File: src/rtl/cmp_rr_sched_if.sv
// rtl/cmp_rr_sched_if.sv - requester, comparator and response signals of the shared-comparator scheduler
interface cmp_rr_sched_if #(
    parameter int W = 3
);
    logic         req0_valid;
    logic [W-1:0] req0_a;
    logic [W-1:0] req0_b;
    logic         req0_ready;
    logic         req1_valid;
    logic [W-1:0] req1_a;
    logic [W-1:0] req1_b;
    logic         req1_ready;
    logic [W-1:0] cmp_a;
    logic [W-1:0] cmp_b;
    logic         cmp_gt;
    logic         cmp_eq;
    logic         cmp_lt;
    logic         rsp_valid;
    logic         rsp_ready;
    logic         rsp_id;
    logic         rsp_gt;
    logic         rsp_eq;
    logic         rsp_lt;
    logic         err;
    logic [7:0]   done_count;

    modport slave (
        input  req0_valid, req0_a, req0_b,
        input  req1_valid, req1_a, req1_b,
        input  cmp_gt, cmp_eq, cmp_lt,
        input  rsp_ready,
        output req0_ready, req1_ready,
        output cmp_a, cmp_b,
        output rsp_valid, rsp_id, rsp_gt, rsp_eq, rsp_lt,
        output err, done_count
    );

    modport master (
        output req0_valid, req0_a, req0_b,
        output req1_valid, req1_a, req1_b,
        output cmp_gt, cmp_eq, cmp_lt,
        output rsp_ready,
        input  req0_ready, req1_ready,
        input  cmp_a, cmp_b,
        input  rsp_valid, rsp_id, rsp_gt, rsp_eq, rsp_lt,
        input  err, done_count
    );
endinterface

File: src/rtl/cmp_rr_sched.sv
// rtl/cmp_rr_sched.sv - round-robin scheduler sharing one external comparator between two requesters
module cmp_rr_sched #(
    parameter int W      = 3,
    parameter int SETTLE = 1
) (
    input  logic            clk,
    input  logic            rst,
    cmp_rr_sched_if.slave   bus
);
    localparam int CW = (SETTLE > 1) ? $clog2(SETTLE) : 1;

    typedef enum logic [1:0] {
        IDLE,
        DRIVE,
        RESP
    } state_t;

    state_t         state_q, state_d;
    logic [CW-1:0]  cnt_q, cnt_d;
    logic           last_grant_q, last_grant_d;
    logic           pend_id_q, pend_id_d;
    logic [W-1:0]   cmp_a_q, cmp_a_d;
    logic [W-1:0]   cmp_b_q, cmp_b_d;
    logic           rsp_valid_q, rsp_valid_d;
    logic           rsp_id_q, rsp_id_d;
    logic           rsp_gt_q, rsp_gt_d;
    logic           rsp_eq_q, rsp_eq_d;
    logic           rsp_lt_q, rsp_lt_d;
    logic           err_q, err_d;
    logic [7:0]     done_count_q, done_count_d;

    logic           sel_valid;
    logic           sel_id;
    logic           ready0;
    logic           ready1;
    logic           hs;
    logic           flags_ok;

    // Arbiter: a lone requester wins outright, contention goes to the one not served last
    always_comb begin
        sel_valid = bus.req0_valid | bus.req1_valid;
        sel_id    = 1'b0;
        if (bus.req0_valid && bus.req1_valid) begin
            sel_id = ~last_grant_q;
        end else if (bus.req1_valid) begin
            sel_id = 1'b1;
        end
        ready0   = (state_q == IDLE) && !rst && sel_valid && !sel_id;
        ready1   = (state_q == IDLE) && !rst && sel_valid && sel_id;
        hs       = ready0 | ready1;
        // exactly one flag set: odd parity and not all three
        flags_ok = (bus.cmp_gt ^ bus.cmp_eq ^ bus.cmp_lt) & ~(bus.cmp_gt & bus.cmp_eq & bus.cmp_lt);
    end

    // Next-state and datapath: accept in IDLE, hold operands for SETTLE cycles, sample, then wait for consumer
    always_comb begin
        state_d      = state_q;
        cnt_d        = cnt_q;
        last_grant_d = last_grant_q;
        pend_id_d    = pend_id_q;
        cmp_a_d      = cmp_a_q;
        cmp_b_d      = cmp_b_q;
        rsp_valid_d  = rsp_valid_q;
        rsp_id_d     = rsp_id_q;
        rsp_gt_d     = rsp_gt_q;
        rsp_eq_d     = rsp_eq_q;
        rsp_lt_d     = rsp_lt_q;
        err_d        = err_q;
        done_count_d = done_count_q;
        case (state_q)
            IDLE: begin
                if (hs) begin
                    cmp_a_d      = sel_id ? bus.req1_a : bus.req0_a;
                    cmp_b_d      = sel_id ? bus.req1_b : bus.req0_b;
                    pend_id_d    = sel_id;
                    last_grant_d = sel_id;
                    cnt_d        = '0;
                    state_d      = DRIVE;
                end
            end
            DRIVE: begin
                if (cnt_q == CW'(SETTLE - 1)) begin
                    rsp_gt_d    = bus.cmp_gt;
                    rsp_eq_d    = bus.cmp_eq;
                    rsp_lt_d    = bus.cmp_lt;
                    rsp_id_d    = pend_id_q;
                    rsp_valid_d = 1'b1;
                    if (!flags_ok) begin
                        err_d = 1'b1;
                    end
                    state_d = RESP;
                end else begin
                    cnt_d = cnt_q + CW'(1);
                end
            end
            RESP: begin
                if (bus.rsp_ready) begin
                    rsp_valid_d  = 1'b0;
                    done_count_d = done_count_q + 8'd1;
                    state_d      = IDLE;
                end
            end
            default: begin
                state_d = IDLE;
            end
        endcase
    end

    // State register with synchronous reset; last_grant resets to 1 so requester 0 wins first contention
    always_ff @(posedge clk) begin
        if (rst) begin
            state_q      <= IDLE;
            cnt_q        <= '0;
            last_grant_q <= 1'b1;
            pend_id_q    <= 1'b0;
            cmp_a_q      <= '0;
            cmp_b_q      <= '0;
            rsp_valid_q  <= 1'b0;
            rsp_id_q     <= 1'b0;
            rsp_gt_q     <= 1'b0;
            rsp_eq_q     <= 1'b0;
            rsp_lt_q     <= 1'b0;
            err_q        <= 1'b0;
            done_count_q <= 8'd0;
        end else begin
            state_q      <= state_d;
            cnt_q        <= cnt_d;
            last_grant_q <= last_grant_d;
            pend_id_q    <= pend_id_d;
            cmp_a_q      <= cmp_a_d;
            cmp_b_q      <= cmp_b_d;
            rsp_valid_q  <= rsp_valid_d;
            rsp_id_q     <= rsp_id_d;
            rsp_gt_q     <= rsp_gt_d;
            rsp_eq_q     <= rsp_eq_d;
            rsp_lt_q     <= rsp_lt_d;
            err_q        <= err_d;
            done_count_q <= done_count_d;
        end
    end

    assign bus.req0_ready = ready0;
    assign bus.req1_ready = ready1;
    assign bus.cmp_a      = cmp_a_q;
    assign bus.cmp_b      = cmp_b_q;
    assign bus.rsp_valid  = rsp_valid_q;
    assign bus.rsp_id     = rsp_id_q;
    assign bus.rsp_gt     = rsp_gt_q;
    assign bus.rsp_eq     = rsp_eq_q;
    assign bus.rsp_lt     = rsp_lt_q;
    assign bus.err        = err_q;
    assign bus.done_count = done_count_q;
endmodule

File: src/flat_wrapper.sv
// flat-port wrapper written by rule: the top's interface ports become plain ports
module cmp_rr_sched_flat 
#(
    parameter int W      = 3,
    parameter int SETTLE = 1
)
  (clk, rst, bus_req0_valid, bus_req0_a, bus_req0_b, bus_req1_valid, bus_req1_a, bus_req1_b, bus_cmp_gt, bus_cmp_eq, bus_cmp_lt, bus_rsp_ready, bus_req0_ready, bus_req1_ready, bus_cmp_a, bus_cmp_b, bus_rsp_valid, bus_rsp_id, bus_rsp_gt, bus_rsp_eq, bus_rsp_lt, bus_err, bus_done_count);
  cmp_rr_sched_if #(.W(W)) bus_i ();
  input  logic clk;
  input  logic rst;
  input wire logic [$bits(bus_i.req0_valid)-1:0] bus_req0_valid;
  input wire logic [$bits(bus_i.req0_a)-1:0] bus_req0_a;
  input wire logic [$bits(bus_i.req0_b)-1:0] bus_req0_b;
  input wire logic [$bits(bus_i.req1_valid)-1:0] bus_req1_valid;
  input wire logic [$bits(bus_i.req1_a)-1:0] bus_req1_a;
  input wire logic [$bits(bus_i.req1_b)-1:0] bus_req1_b;
  input wire logic [$bits(bus_i.cmp_gt)-1:0] bus_cmp_gt;
  input wire logic [$bits(bus_i.cmp_eq)-1:0] bus_cmp_eq;
  input wire logic [$bits(bus_i.cmp_lt)-1:0] bus_cmp_lt;
  input wire logic [$bits(bus_i.rsp_ready)-1:0] bus_rsp_ready;
  output wire logic [$bits(bus_i.req0_ready)-1:0] bus_req0_ready;
  output wire logic [$bits(bus_i.req1_ready)-1:0] bus_req1_ready;
  output wire logic [$bits(bus_i.cmp_a)-1:0] bus_cmp_a;
  output wire logic [$bits(bus_i.cmp_b)-1:0] bus_cmp_b;
  output wire logic [$bits(bus_i.rsp_valid)-1:0] bus_rsp_valid;
  output wire logic [$bits(bus_i.rsp_id)-1:0] bus_rsp_id;
  output wire logic [$bits(bus_i.rsp_gt)-1:0] bus_rsp_gt;
  output wire logic [$bits(bus_i.rsp_eq)-1:0] bus_rsp_eq;
  output wire logic [$bits(bus_i.rsp_lt)-1:0] bus_rsp_lt;
  output wire logic [$bits(bus_i.err)-1:0] bus_err;
  output wire logic [$bits(bus_i.done_count)-1:0] bus_done_count;
  assign bus_i.req0_valid = bus_req0_valid;
  assign bus_i.req0_a = bus_req0_a;
  assign bus_i.req0_b = bus_req0_b;
  assign bus_i.req1_valid = bus_req1_valid;
  assign bus_i.req1_a = bus_req1_a;
  assign bus_i.req1_b = bus_req1_b;
  assign bus_i.cmp_gt = bus_cmp_gt;
  assign bus_i.cmp_eq = bus_cmp_eq;
  assign bus_i.cmp_lt = bus_cmp_lt;
  assign bus_i.rsp_ready = bus_rsp_ready;
  assign bus_req0_ready = bus_i.req0_ready;
  assign bus_req1_ready = bus_i.req1_ready;
  assign bus_cmp_a = bus_i.cmp_a;
  assign bus_cmp_b = bus_i.cmp_b;
  assign bus_rsp_valid = bus_i.rsp_valid;
  assign bus_rsp_id = bus_i.rsp_id;
  assign bus_rsp_gt = bus_i.rsp_gt;
  assign bus_rsp_eq = bus_i.rsp_eq;
  assign bus_rsp_lt = bus_i.rsp_lt;
  assign bus_err = bus_i.err;
  assign bus_done_count = bus_i.done_count;
  cmp_rr_sched #(.W(W), .SETTLE(SETTLE)) u_core (.clk(clk), .rst(rst), .bus(bus_i));
endmodule
File: config.mk
export PLATFORM = sky130hd
export DESIGN_NAME = cmp_rr_sched_flat
export DESIGN_NICKNAME = d
export VERILOG_FILES = /design/src/rtl/cmp_rr_sched_if.sv /design/src/rtl/cmp_rr_sched.sv /design/src/flat_wrapper.sv
export SDC_FILE = /design/constraint.sdc
export NUM_CORES = 1
export LEC_CHECK = 0
export ABC_AREA = 1
export CORE_MARGIN = 2
export CORE_UTILIZATION = 38
export DETAILED_ROUTE_END_ITERATION = 7
export GPL_TIMING_DRIVEN = 0
export PLACE_DENSITY = 0.77
export SLEW_MARGIN = 40
export SYNTH_ARGS = -nofsm -noshare
export SYNTH_HDL_FRONTEND = slang
export SYNTH_SLANG_ARGS = --single-unit
File: constraint.sdc
create_clock -name clk -period 0.9 [get_ports clk]
set_input_delay 0.09 -clock clk [delete_from_list [all_inputs] [get_ports clk]]
set_output_delay 0.09 -clock clk [all_outputs]
set_load 0.02 [all_outputs]
# After elaboration in Yosys (flattened, before gate mapping)
# Cells that the tools add are included.
# W data, S select, Z words.
# word_totals
reg_bits	25
output_inout_bits	22
word_cells	62
# op_classes
n_addsub	2
n_eq_ne	5
n_mux	14
bitwise_logic	11
reduce_logical	17
# op_table
operator	n
$reduce_and A3 Y1	3
$add A8 B1 Y8 const B	1
$reduce_and A2 Y1	4
$mux W1	6
$mux W2	3
$mux W3	2
$pmux W2 S3	1
$logic_and A1 B1 Y1	5
$ne A2 B2 Y1 const B	2
$not A1 Y1	4
$pmux W1 S2	2
$reduce_bool A2 Y1	2
$and A1 B1 Y1	3
$eq A2 B1 Y1 const B	1
$eq A2 B2 Y1 const B	1
$logic_not A1 Y1	2
$logic_not A2 Y1	1
$ne A2 B1 Y1 const B	1
$or A1 B1 Y1	2
$xor A1 B1 Y1	2
$add A1 B1 Y1 const B	1

# Logic depth before layout (Yosys ltp)
# depth
word_depth	7
ltp_mapped	7
ltp_nobuf	7

# Worst setup path after synthesis
# No wires, ideal clock.
# synth_timing
kind	flip-flop to flip-flop
from	reg u_core.done_count_q[0] (netlist: u_core.bus.done_count[0])
to	reg u_core.done_count_q[4] (netlist: u_core.bus.done_count[4])
setup_ps	113
t_arrival_ps	1057
required_time_ps	787
path_slack_ps	-270
path_stages_with_launch	7
path_buffers	0
period_less_slack_ps	1170
path_cell_list	dfxtp_1 ha_1 nand4_1 nor2_1 nand2_1 nand2_1 nor2_1
# synth_via
elab_chain_cells	1
# synth_rtl
element	line_no	rtl
start, declared	cmp_rr_sched.sv:30	logic [7:0] done_count_q, done_count_d;
start signal, assigned	cmp_rr_sched.sv:138	done_count_q <= done_count_d;
$add A8 B1 Y8	cmp_rr_sched.sv:99	done_count_d = done_count_q + 8'd1;
# Every way passes these cells.
# A chain may end at the register's enable or synchronous reset.

# Final worst setup path
# layout_timing
from	reg u_core.state_q[1]
to	out bus_req1_ready
# layout_via
elab_chain_cells	4
# layout_rtl
element	line_no	rtl
start, declared	cmp_rr_sched.sv:18	state_t state_q, state_d;
start signal, assigned	cmp_rr_sched.sv:126	state_q <= state_d;
$logic_not A2 Y1	cmp_rr_sched.sv:49	ready1 = (state_q == IDLE) && !rst && sel_valid && sel_id;
$logic_and A1 B1 Y1 (3 in a row)	cmp_rr_sched.sv:49	
end, declared	flat_wrapper.sv:22	output wire logic [$bits(bus_i.req1_ready)-1:0] bus_req1_ready;
# Every way passes these cells.

==> results by group <==
Synth
  • Prevailing post-synth register cell: dfxtp_1
  • Mapped Cells: 148
  • Ys async rst share: 0%
  • Post-Syn Area: 0.00107 mm2
  • EDFF count, synth: 0
  • Most common cell in the netlist: nand2_1
  • Post-synthesis sequential element count: 24
  • Synth area leader: dfxtp_1
  • Post-synth top cells: nand2_1, dfxtp_1, a21oi_1
  • Syn Nets: 170
  • Top cells by area, synth: dfxtp_1, nand2_1, a21oi_1, inv_1, nor2_1
  • Synth top area share: 44.9%
  • Register area share after synthesis: 44.9%
  • Post-synth cell types: 21
  • Synth Warn #: 0
  • Avg Cell Area, Syn: a little over 7 um2

Min path
  • Hold Crit Depth: 2
  • Worst hold path class: in2reg

Timing
  • Period utilisation layout: 144%
  • Setup violators final: 32
  • Final WS setup: -0.395 ns
  • Final critical-path required period: approximately 1.3 ns
  • RSZ-0062 raised after global routing: true
  • Final hold vios: 0
  • Max Fclk: 772 MHz
  • Clk_skew: 0.00155 ns
  • Worst slew pin tran: 0.586 ns
  • Fin. max-slew vios: 0
  • Max_slew headroom: 60.9%

Finish
  • Layout fillers: 187
  • Final instance area: between 0.002 and 0.0025 mm2
  • Layout cells sized above 1: 54.9%
  • Area Overhead vs Synth: 95.7%
  • Final-stage net count: 247
  • Antenna Cells: 0

Clock tree
  • Clock Latency Late Sink: around 0.32 ns
  • Clk buf depth: 2
  • TritonCTS buffer count: 3
  • TritonCTS clock tree: yes
  • Clock transition at path regs: 0.14 ns
  • H-tree Lvls: 1
  • Sink Count: 24
  • CTS root buffer: clkbuf_4

Worst setup path
  • Crit path max-delay family: flip-flops
  • Worst setup SP type: flip-flop
  • Reg2Reg Depth: 8
  • Cells along the critical path: inv_6 > nand3_4 > nor2_4 > nand2_2 > inv_2 > buf_6
  • Crit path arrival time: approximately 1.2 ns
  • WP data required: 0.81 ns
  • CP max stage cell: dfxtp_4
  • Critical Path End Type: output pin
  • Max Fanout on Critical Path: 3
  • Critical path type: reg2out
  • CP bufs+invs: 3
  • CP Depth: 6
  • Highest cell delay on the worst timing path: 0.38 ns

Pwr
  • Pwr Density: ~1300 mW/mm2
  • Peak supply drop: 0.00137 V
  • Pleak: 0.000945 uW

Drt
  • Via density: 4.99
  • Final ANT Viol Nets: 0
  • WL/cell: 14.4 um
  • Post-route DRC: 0
  • DRT Pass-1 Iters: 4
  • Final wirelength: 3.67 mm
  • Via Count: 1273
  • Iter 0 DRT Violations: 31

Run status
  • Failing checks: negative setup slack
  • Status: finished, violations left

Floorplan
  • Die Wd: 57.1 um
  • IO Count: between 40 and 50
  • Die area: 0.00326 mm2
  • Initial Utilization: 39.5%
  • Site Rows: 19
  • Die Height: 57.1 um
  • Core Box Area: 0.00271 mm2

Flow run
  • Max-cap violations: 0

Placement
  • DP Worst Slack: -1.02 ns
  • DP Wirelength: 1.87 mm
  • IO Port Bufs: 41
  • Global placement routability congestion: 0.857
  • DP Area: 0.00157 mm2

Global routing
  • Largest net degree at the start of global routing: 15
  • Global-route wire length before repair: 5.18 mm
  • GRT Overall Usage: between 10% and 20%
  • Initial antenna violation count: 0
  • Grt ovf: 0
  • Number of global-route vias before repair: 1201
==> per-stage QoR <==
step                setup TNS (ns)  utilization, %  std cells  hold WS [ns]  total power (uW)
finish                       -5.35            77.3        255         0.199              2710
CTS                          -4.00            70.2        244         0.186              2530
global route                 -6.95            77.3        255         0.202              2820
floorplan                   -0.706               -        148         0.159              1460
detailed placement          -14.21            58.0        220         0.453              1700
global placement            -13.50            58.0        220         0.443              1680
==> where the power goes <==
part           internal, uW  switching, uW  leakage, uW
Clock                   340            353    0.0000261
Sequential             1130           60.1     0.000207
Combinational           436            398     0.000712
Total                  1900            811     0.000945
==> registers in the layout (all words and copies together), names as in the netlist <==
signal	count
u_core.bus.cmp_a	3
u_core.bus.cmp_b	3
u_core.bus.done_count	8
u_core.bus.err	1
u_core.bus.rsp_eq	1
u_core.bus.rsp_gt	1
u_core.bus.rsp_id	1
u_core.bus.rsp_lt	1
u_core.bus.rsp_valid	1
u_core.last_grant_q	1
u_core.pend_id_q	1
u_core.state_q	2
==> worst paths after layout <==
check,slack (ns),to,startpoint
max,-0.40,bus_req1_ready,u_core.state_q[1]
min,0.20,u_core.bus.cmp_b[1],rst
max reg2reg,-0.38,u_core.bus.done_count[4],u_core.state_q[0]
min reg2reg,0.48,u_core.bus.cmp_a[2],u_core.bus.cmp_a[2]
==> repair_timing <==
action	4_1_cts	5_1_grt
hold buffers	0	0
gates cloned	0	0
resized for setup	174	34
hold endpoints to repair	0	0
setup buffers	20	12
pin swaps	11	11
endpoints found under the setup margin	44	45
==> cell usage in the layout (no fill, tap or decap), types with 7 or more instances in the layout <==
cell type,count
a21oi_1,11
buf_4,22
buf_6,30
clkdlybuf4s50_1,16
dfxtp_2,17
inv_1,12
nand2_1,39
nand2_2,7
nor2_1,9
==> cells by family (layout without fill, tap and decap cells) <==
kind of cell	count (synthesis)	after routing	share of synthesized area, %
simple gates	76	76	32.5
compound gates	25	25	12.4
flops	24	24	44.9
buf+inv	20	96	7.12
fa+ha+maj	2	2	2.34
xor+xnor	1	1	0.818
==> layer usage <==
metal | global-route usage [%] | wire (um)
met3 | 2.72 | 160
met2 | 36.6 | 1980
met4 | 5.98 | 95
met5 | 0 | 0
met1 | 23.7 | 1440
==> layout make-up <==
class | count | area, um2 | share of cell area, %
multi-input cells | 104 | 678 | 32.4
repair buffers | 72 | 713 | 34.0
plain buffers | 2 | 8.76 | 0.418
inverters | 18 | 85.1 | 4.06
flip-flops and latches | 24 | 524 | 25.0
well taps | 31 | 38.8 | 1.85
clock buffers | 4 | 47.5 | 2.27
No activity file was read; power rests on OpenSTA's default activity.
